`config.mk`:
```
export PLATFORM = sky130hd
export DESIGN_NAME = msgpass_buff_writer_flat
export DESIGN_NICKNAME = d
export VERILOG_FILES = /design/src/rtl/msgpass_buff_writer_if.sv /design/src/rtl/msgpass_buff_writer.sv /design/src/flat_wrapper.sv
export SDC_FILE = /design/constraint.sdc
export NUM_CORES = 1
export LEC_CHECK = 0
export BUFFER_PORTS_ARGS = -buffer_cell sky130_fd_sc_hd__buf_4
export CAP_MARGIN = 0
export CORE_UTILIZATION = 51
export CTS_CLUSTER_DIAMETER = 60
export DETAILED_ROUTE_END_ITERATION = 6
export PLACE_DENSITY = 0.79
export SLEW_MARGIN = 20
export SYNTH_ARGS = -nofsm -noshare
export SYNTH_HDL_FRONTEND = slang
export SYNTH_SLANG_ARGS = --single-unit
export TNS_END_PERCENT = 50
```
`constraint.sdc`:
```
create_clock -name sys_clk -period 3.6 [get_ports sys_clk]
set_clock_uncertainty 0.1 [all_clocks]
set_input_delay 0.36 -clock sys_clk [delete_from_list [all_inputs] [get_ports sys_clk]]
set_output_delay 0.36 -clock sys_clk [all_outputs]
set_load 0.02 [all_outputs]
```
`src/rtl/msgpass_buff_writer_if.sv`:
```
// Request-vector stream and buffer write port A of the message-pass buffer writer.
// Signal names carry their direction as seen from the writer (slave modport).
interface msgpass_buff_writer_if #(
  parameter int SHARE_GROUP_SIZE   = 5,
  parameter int RQST_ADDR_BITWIDTH = 2,
  parameter int BUFF_DEPTH         = 16
);
  localparam int LANE_WIDTH      = RQST_ADDR_BITWIDTH + 1;
  localparam int BUFF_ADDR_WIDTH = $clog2(BUFF_DEPTH);
  localparam int BUFF_DATA_WIDTH = SHARE_GROUP_SIZE * LANE_WIDTH;

  logic                                       rqst_valid_i;
  logic                                       rqst_ready_o;
  logic [SHARE_GROUP_SIZE*RQST_ADDR_BITWIDTH-1:0] rqst_addr_i;
  logic [SHARE_GROUP_SIZE-1:0]                rqst_mask_i;
  logic [BUFF_ADDR_WIDTH-1:0]                 waddr_portA_o;
  logic [BUFF_DATA_WIDTH-1:0]                 wdata_portA_o;
  logic                                       wen_portA_o;

  modport master (
    output rqst_valid_i, rqst_addr_i, rqst_mask_i,
    input  rqst_ready_o, waddr_portA_o, wdata_portA_o, wen_portA_o
  );

  modport slave (
    input  rqst_valid_i, rqst_addr_i, rqst_mask_i,
    output rqst_ready_o, waddr_portA_o, wdata_portA_o, wen_portA_o
  );
endinterface

```
`src/rtl/msgpass_buff_writer.sv`:
```
// Message-pass buffer writer: packs request vectors into pages and bursts them into port A.
// Optional macro MSGPASS_WR_ADDR_WRAP_EN lets a burst wrap the page pointer modulo BUFF_DEPTH.
module msgpass_buff_writer #(
  parameter int SHARE_GROUP_SIZE   = 5,
  parameter int RQST_ADDR_BITWIDTH = 2,
  parameter int LANE_WIDTH         = RQST_ADDR_BITWIDTH + 1,
  parameter int BUFF_DEPTH         = 16,
  parameter int BUFF_ADDR_WIDTH    = $clog2(BUFF_DEPTH),
  parameter int BUFF_DATA_WIDTH    = SHARE_GROUP_SIZE * LANE_WIDTH
) (
  input  logic                       sys_clk,
  input  logic                       rst,
  input  logic                       start_i,
  input  logic                       abort_i,
  input  logic [BUFF_ADDR_WIDTH-1:0] base_addr_i,
  input  logic [BUFF_ADDR_WIDTH:0]   page_num_i,
  msgpass_buff_writer_if.slave       bus,
  output logic                       busy_o,
  output logic                       done_o,
  output logic                       err_o,
  output logic [BUFF_ADDR_WIDTH:0]   wr_count_o
);

  localparam int CNT_WIDTH  = BUFF_ADDR_WIDTH + 1;
  localparam int RQST_WIDTH = SHARE_GROUP_SIZE * RQST_ADDR_BITWIDTH;
  localparam logic [CNT_WIDTH-1:0]       DEPTH_CNT = CNT_WIDTH'(BUFF_DEPTH);
  localparam logic [BUFF_ADDR_WIDTH-1:0] LAST_PAGE = BUFF_ADDR_WIDTH'(BUFF_DEPTH - 1);

  typedef enum logic [1:0] {
    ST_IDLE  = 2'd0,
    ST_WRITE = 2'd1,
    ST_DONE  = 2'd2
  } state_t;

  state_t                     state_q, state_d;
  logic [BUFF_ADDR_WIDTH-1:0] ptr_q, ptr_d;
  logic [CNT_WIDTH-1:0]       pages_q, pages_d;
  logic [CNT_WIDTH-1:0]       wr_count_q, wr_count_d;
  logic                       wen_q, wen_d;
  logic [BUFF_ADDR_WIDTH-1:0] waddr_q, waddr_d;
  logic [BUFF_DATA_WIDTH-1:0] wdata_q, wdata_d;
  logic                       busy_q, busy_d;
  logic                       done_q, done_d;
  logic                       err_q, err_d;

  logic                       rqst_ready_s;
  logic                       handshake_s;
  logic                       last_page_s;
  logic                       page_num_zero_s;
  logic                       range_bad_s;
  logic [BUFF_ADDR_WIDTH-1:0] ptr_inc_s;
  logic [BUFF_DATA_WIDTH-1:0] page_s;

  // Lane i = {valid, addr}; a masked-off lane is written as all zeros so readers see a clean page.
  function automatic logic [BUFF_DATA_WIDTH-1:0] pack_page(
    input logic [RQST_WIDTH-1:0]       addr,
    input logic [SHARE_GROUP_SIZE-1:0] mask
  );
    logic [BUFF_DATA_WIDTH-1:0] page;
    page = '0;
    for (int i = 0; i < SHARE_GROUP_SIZE; i++) begin
      page[i*LANE_WIDTH +: LANE_WIDTH] =
        {mask[i], (mask[i] ? addr[i*RQST_ADDR_BITWIDTH +: RQST_ADDR_BITWIDTH]
                           : {RQST_ADDR_BITWIDTH{1'b0}})};
    end
    return page;
  endfunction

`ifdef MSGPASS_WR_ADDR_WRAP_EN
  // Wrapping bursts are legal; only a burst longer than the buffer is refused.
  always_comb begin
    range_bad_s = (page_num_i > DEPTH_CNT);
  end
`else
  localparam int SUM_WIDTH = BUFF_ADDR_WIDTH + 2;
  localparam logic [SUM_WIDTH-1:0] DEPTH_SUM = SUM_WIDTH'(BUFF_DEPTH);
  logic [SUM_WIDTH-1:0] range_end_s;

  // The burst must fit between base and the top of the buffer.
  always_comb begin
    range_end_s = SUM_WIDTH'(base_addr_i) + SUM_WIDTH'(page_num_i);
    range_bad_s = (page_num_i > DEPTH_CNT) || (range_end_s > DEPTH_SUM);
  end
`endif

  assign page_num_zero_s = (page_num_i == '0);
  assign rqst_ready_s    = (state_q == ST_WRITE) && !abort_i;
  assign handshake_s     = bus.rqst_valid_i && rqst_ready_s;
  assign last_page_s     = ((wr_count_q + CNT_WIDTH'(1)) == pages_q);
  assign ptr_inc_s       = (ptr_q == LAST_PAGE) ? '0 : (ptr_q + BUFF_ADDR_WIDTH'(1));
  assign page_s          = pack_page(bus.rqst_addr_i, bus.rqst_mask_i);

  // Next-state and registered-output logic; write strobe defaults to idle every cycle.
  always_comb begin
    state_d    = state_q;
    ptr_d      = ptr_q;
    pages_d    = pages_q;
    wr_count_d = wr_count_q;
    wen_d      = 1'b1;
    waddr_d    = waddr_q;
    wdata_d    = wdata_q;
    busy_d     = busy_q;
    done_d     = 1'b0;
    err_d      = 1'b0;

    case (state_q)
      ST_IDLE: begin
        if (start_i) begin
          if (page_num_zero_s) begin
            done_d = 1'b1;
          end else if (range_bad_s) begin
            err_d = 1'b1;
          end else begin
            state_d    = ST_WRITE;
            ptr_d      = base_addr_i;
            pages_d    = page_num_i;
            wr_count_d = '0;
            busy_d     = 1'b1;
          end
        end else begin
          state_d = ST_IDLE;
        end
      end

      ST_WRITE: begin
        // Abort drops ready in the same cycle, so no beat can slip through with it.
        if (abort_i) begin
          state_d = ST_IDLE;
          busy_d  = 1'b0;
        end else if (handshake_s) begin
          wen_d      = 1'b0;
          waddr_d    = ptr_q;
          wdata_d    = page_s;
          ptr_d      = ptr_inc_s;
          wr_count_d = wr_count_q + CNT_WIDTH'(1);
          if (last_page_s) begin
            state_d = ST_DONE;
            done_d  = 1'b1;
          end else begin
            state_d = ST_WRITE;
          end
        end else begin
          state_d = ST_WRITE;
        end
      end

      ST_DONE: begin
        state_d = ST_IDLE;
        busy_d  = 1'b0;
      end

      default: begin
        state_d = ST_IDLE;
        busy_d  = 1'b0;
      end
    endcase
  end

  // State and output registers with synchronous reset; reset kills any write in flight.
  always_ff @(posedge sys_clk) begin
    if (rst) begin
      state_q    <= ST_IDLE;
      ptr_q      <= '0;
      pages_q    <= '0;
      wr_count_q <= '0;
      wen_q      <= 1'b1;
      waddr_q    <= '0;
      wdata_q    <= '0;
      busy_q     <= 1'b0;
      done_q     <= 1'b0;
      err_q      <= 1'b0;
    end else begin
      state_q    <= state_d;
      ptr_q      <= ptr_d;
      pages_q    <= pages_d;
      wr_count_q <= wr_count_d;
      wen_q      <= wen_d;
      waddr_q    <= waddr_d;
      wdata_q    <= wdata_d;
      busy_q     <= busy_d;
      done_q     <= done_d;
      err_q      <= err_d;
    end
  end

  assign bus.rqst_ready_o  = rqst_ready_s;
  assign bus.waddr_portA_o = waddr_q;
  assign bus.wdata_portA_o = wdata_q;
  assign bus.wen_portA_o   = wen_q;
  assign busy_o            = busy_q;
  assign done_o            = done_q;
  assign err_o             = err_q;
  assign wr_count_o        = wr_count_q;

endmodule

```
`src/flat_wrapper.sv`:
```
// flat-port wrapper written by rule: the top's interface ports become plain ports
module msgpass_buff_writer_flat 
#(
  parameter int SHARE_GROUP_SIZE   = 5,
  parameter int RQST_ADDR_BITWIDTH = 2,
  parameter int LANE_WIDTH         = RQST_ADDR_BITWIDTH + 1,
  parameter int BUFF_DEPTH         = 16,
  parameter int BUFF_ADDR_WIDTH    = $clog2(BUFF_DEPTH),
  parameter int BUFF_DATA_WIDTH    = SHARE_GROUP_SIZE * LANE_WIDTH
)
  (sys_clk, rst, start_i, abort_i, base_addr_i, page_num_i, busy_o, done_o, err_o, wr_count_o, bus_rqst_valid_i, bus_rqst_addr_i, bus_rqst_mask_i, bus_rqst_ready_o, bus_waddr_portA_o, bus_wdata_portA_o, bus_wen_portA_o);
  msgpass_buff_writer_if #(.SHARE_GROUP_SIZE(SHARE_GROUP_SIZE), .RQST_ADDR_BITWIDTH(RQST_ADDR_BITWIDTH), .BUFF_DEPTH(BUFF_DEPTH)) bus_i ();
  input  logic sys_clk;
  input  logic rst;
  input  logic start_i;
  input  logic abort_i;
  input  logic [BUFF_ADDR_WIDTH-1:0] base_addr_i;
  input  logic [BUFF_ADDR_WIDTH:0] page_num_i;
  output logic busy_o;
  output logic done_o;
  output logic err_o;
  output logic [BUFF_ADDR_WIDTH:0] wr_count_o;
  input wire logic [$bits(bus_i.rqst_valid_i)-1:0] bus_rqst_valid_i;
  input wire logic [$bits(bus_i.rqst_addr_i)-1:0] bus_rqst_addr_i;
  input wire logic [$bits(bus_i.rqst_mask_i)-1:0] bus_rqst_mask_i;
  output wire logic [$bits(bus_i.rqst_ready_o)-1:0] bus_rqst_ready_o;
  output wire logic [$bits(bus_i.waddr_portA_o)-1:0] bus_waddr_portA_o;
  output wire logic [$bits(bus_i.wdata_portA_o)-1:0] bus_wdata_portA_o;
  output wire logic [$bits(bus_i.wen_portA_o)-1:0] bus_wen_portA_o;
  assign bus_i.rqst_valid_i = bus_rqst_valid_i;
  assign bus_i.rqst_addr_i = bus_rqst_addr_i;
  assign bus_i.rqst_mask_i = bus_rqst_mask_i;
  assign bus_rqst_ready_o = bus_i.rqst_ready_o;
  assign bus_waddr_portA_o = bus_i.waddr_portA_o;
  assign bus_wdata_portA_o = bus_i.wdata_portA_o;
  assign bus_wen_portA_o = bus_i.wen_portA_o;
  msgpass_buff_writer #(.SHARE_GROUP_SIZE(SHARE_GROUP_SIZE), .RQST_ADDR_BITWIDTH(RQST_ADDR_BITWIDTH), .LANE_WIDTH(LANE_WIDTH), .BUFF_DEPTH(BUFF_DEPTH), .BUFF_ADDR_WIDTH(BUFF_ADDR_WIDTH), .BUFF_DATA_WIDTH(BUFF_DATA_WIDTH)) u_core (.sys_clk(sys_clk), .rst(rst), .start_i(start_i), .abort_i(abort_i), .base_addr_i(base_addr_i), .page_num_i(page_num_i), .bus(bus_i), .busy_o(busy_o), .done_o(done_o), .err_o(err_o), .wr_count_o(wr_count_o));
endmodule
```
==> out/metrics.cfg <==
[clock_network]
postCtsSetupRepairBufs = 0
clk_pin_slew_ns = 0.08
insertion_delay_ns = 0.29
clkSinkCount = 39
clockBufferDepth = 2
numCtsBuffers = 5
h-tree-depth = 2
cts_resized = 0
cts_hold_buf = 0
cts_tree = yes
cts_root_buf = clkbuf_8

[cells_and_area]
num-nets-final = 316
antenna_cells = 0
area_delta_synth_final_pct = 28.8
drive_above_1_share = 0.281

[worst_setup_path]
arrival_ns = 2.67
cpMaxStageDelayCell = or4_4
crit_type = in -> reg
cpPeakStageDelay_ns = 0.43
end_kind = flip-flop
worstPathMaxFanout = 6
cp.required_ns = 3.67
startpoint_type = primary input
worstPathCellList = buf_4, ha_1, fa_1, xor2_1, or4_4, o32a_4, a31oi_4, mux2i_1, nor2_1

[sta]
setup_viol = 0
post-route-min-period_ns = 2.61
slew_headroom = 0.637
slew_viol_final = 0
max_freq_mhz = 384
fin_setup_tns_ns = 0
final.period_utilization = 0.724
rsz0062_at_grt = false
tightest_slew_ns = 0.543
hold_viol = 0

[run]
maxCapViolCount = 0

[grt]
grt_max_degree = 41
grt_pass1_wl_um = 7620
met3_usage = 0.0440
grt_overflow = 0
antenna_found_initial = 0
grt.total_usage = 0.237
first_global_vias = 1603
grt_most_used_layer = met2
met1_usage = 0.329
grt_use_met2 = 0.366

[yosys]
yosysMostFrequentCell = dfxtp_1
synth_flop_cell = dfxtp_1
synth.area.top_cells = dfxtp_1, a21oi_1, nand2_1, nand3_1, ha_1
ys_seq_elements = 39
synth_area_um2 = 1990
synth-edff-count = 0
yosys_warnings = 0
syn_inst = 224
ys_top_cells_by_count = dfxtp_1, nand2_1, a21oi_1
synth_top_area_share = 0.392
ys_types = 45
ys_seq_area_frac = 0.392
synth_nets = 260
yosys.area.top_type = dfxtp_1
synth_area_per_cell_um2 = 8.89
synth_async_sr_flop_share = 0

[placement]
gp_congestion = 0.915
dp_hpwl_um = 3340
place.port_buffers = 57

[power]
seqPwrFrac = 0.465
clockPowerShare = 0.373
power_w = 0.000978
p_comb_frac = 0.162
p_int_w = 0.000724
power_switching_w = 0.000254
power.leakage_nw = 1.01
vdd.ir_drop.worst_v = 0.000301
switching_share = 0.260
powerDensity_nw_per_um2 = 381

[floorplanning]
io_pins = 58
die_h_um = 64.5
dieArea_um2 = 4160
die_w_um = 64.5
initial_core_util = 0.540
core-area_um2 = 3690
num_rows = 22

[routing]
antenna_left = 0
wl_um = 4570
via_per_inst = 5.54
first_pass_iters = 4
drtIter0Drc = 106
drcViolationCount = 0
wl_per_cell_um = 13.9
num_vias = 1824

[run_status]
status = completed

[min_path]
min_path_type = in -> reg

cells in the final DEF, fill, tap and decap left out, types with 2 or more instances in the layout:
master    instances
mux2i_1           6
and2_1            2
nor3_1            7
nand2_1          33
xor2_1            4
o21ai_0           4
a211oi_1          7
or3b_1            3
buf_4            59
clkbuf_8          5
xnor2_1           5
dfxtp_1          39
nor2_1           15
nor4_1            2
a21oi_1          30
nand3_1          18
ha_1              6
nand2b_1          5
a21oi_4           2
critical path, delay by kind of cell:
family                   cells  cell delay (ns)
AO/OA/AOI/OAI                2             0.70
XOR/XNOR                     1             0.17
adder cells (fa/ha/maj)      2             0.62
buffers and inverters        1             0.11
multiplexers                 1             0.23
AND/OR/NAND/NOR              2             0.48
routing by layer:
layer / up-vias / share of wire
met5: - / 0
met3: 7 / 0.033
met4: 0 / 0.014
met1: 860 / 0.47
li1: 921 / -
met2: 36 / 0.48
cells by family (layout without fill, tap and decap cells):
kind of cell	after synthesis	in the layout	share of synthesized area
AOI/OAI and AO/OA	58	58	0.230
xor gates and xnor gates	9	9	0.0396
adders and majority gates	7	7	0.0478
buffers and inverters	11	68	0.0226
DFF	39	39	0.392
muxes	6	6	0.0302
and+or+nand+nor	94	94	0.238
per-stage QoR:
step                      std cells  hold slack [ns]  setup WS [ns]  utilization  area, µm²
after floorplan                 224            0.340          0.959            -       1990
after global placement          321            0.339          0.758        0.665       2450
after detailed placement        321            0.344          0.695        0.665       2450
after CTS                       329            0.182           1.00        0.695       2560
after global routing            329            0.186          0.903        0.695       2560
final                           329            0.183          0.994        0.695       2560
cell type report:
| cell class | count | area (µm²) |
|---|---|---|
| Multi-Input combinational cell | 174 | 1160 |
| Clock inverter | 3 | 43.8 |
| Clock buffer | 5 | 68.8 |
| Inverter | 1 | 3.75 |
| Tap cell | 48 | 60.1 |
| Timing Repair Buffer | 59 | 443 |
| Sequential cell | 39 | 781 |
| Fill cell | 333 | 1120 |
final timing paths:
path | startpoint | endpoint | slack [ns] | cells after the start
setup / recovery | base_addr_i[0] | u_core.pages_q[1]$_SDFFE_PP0P_ | 0.99 | 9
hold reg to reg | u_core.bus.wdata_portA_o[7]$_SDFFE_PP0P_ | u_core.bus.wdata_portA_o[7]$_SDFFE_PP0P_ | 0.35 | 2
hold / removal | abort_i | u_core.busy_o$_SDFFE_PP0P_ | 0.18 | 2
setup reg to reg | u_core.state_q[0]$_SDFFE_PP0P_ | u_core.ptr_q[0]$_SDFFE_PP0P_ | 1.21 | 7
power by group through the flow:
stage / registers [W] / clock network, W / logic (W)
6_report: 0.000455 / 0.000364 / 0.000159
5_1_grt: 0.000457 / 0.000389 / 0.000174
4_1_cts: 0.000454 / 0.000368 / 0.000159
3_5_place_dp: 0.000465 / 0 / 0.000158
3_3_place_gp: 0.000464 / 0 / 0.000155
2_1_floorplan: 0.000467 / 0 / 0.0000976
registers in the layout (all words and copies together) (netlist names):
signal                    cells
u_core.bus.waddr_portA_o      4
u_core.bus.wdata_portA_o     15
u_core.busy_o                 1
u_core.wr_count_o             5
u_core.ptr_q                  4
u_core.pages_q                5
u_core.bus.wen_portA_o        1
u_core.done_o                 1
u_core.err_o                  1
u_core.state_q                2
No activity file was read; power rests on OpenSTA's default activity.
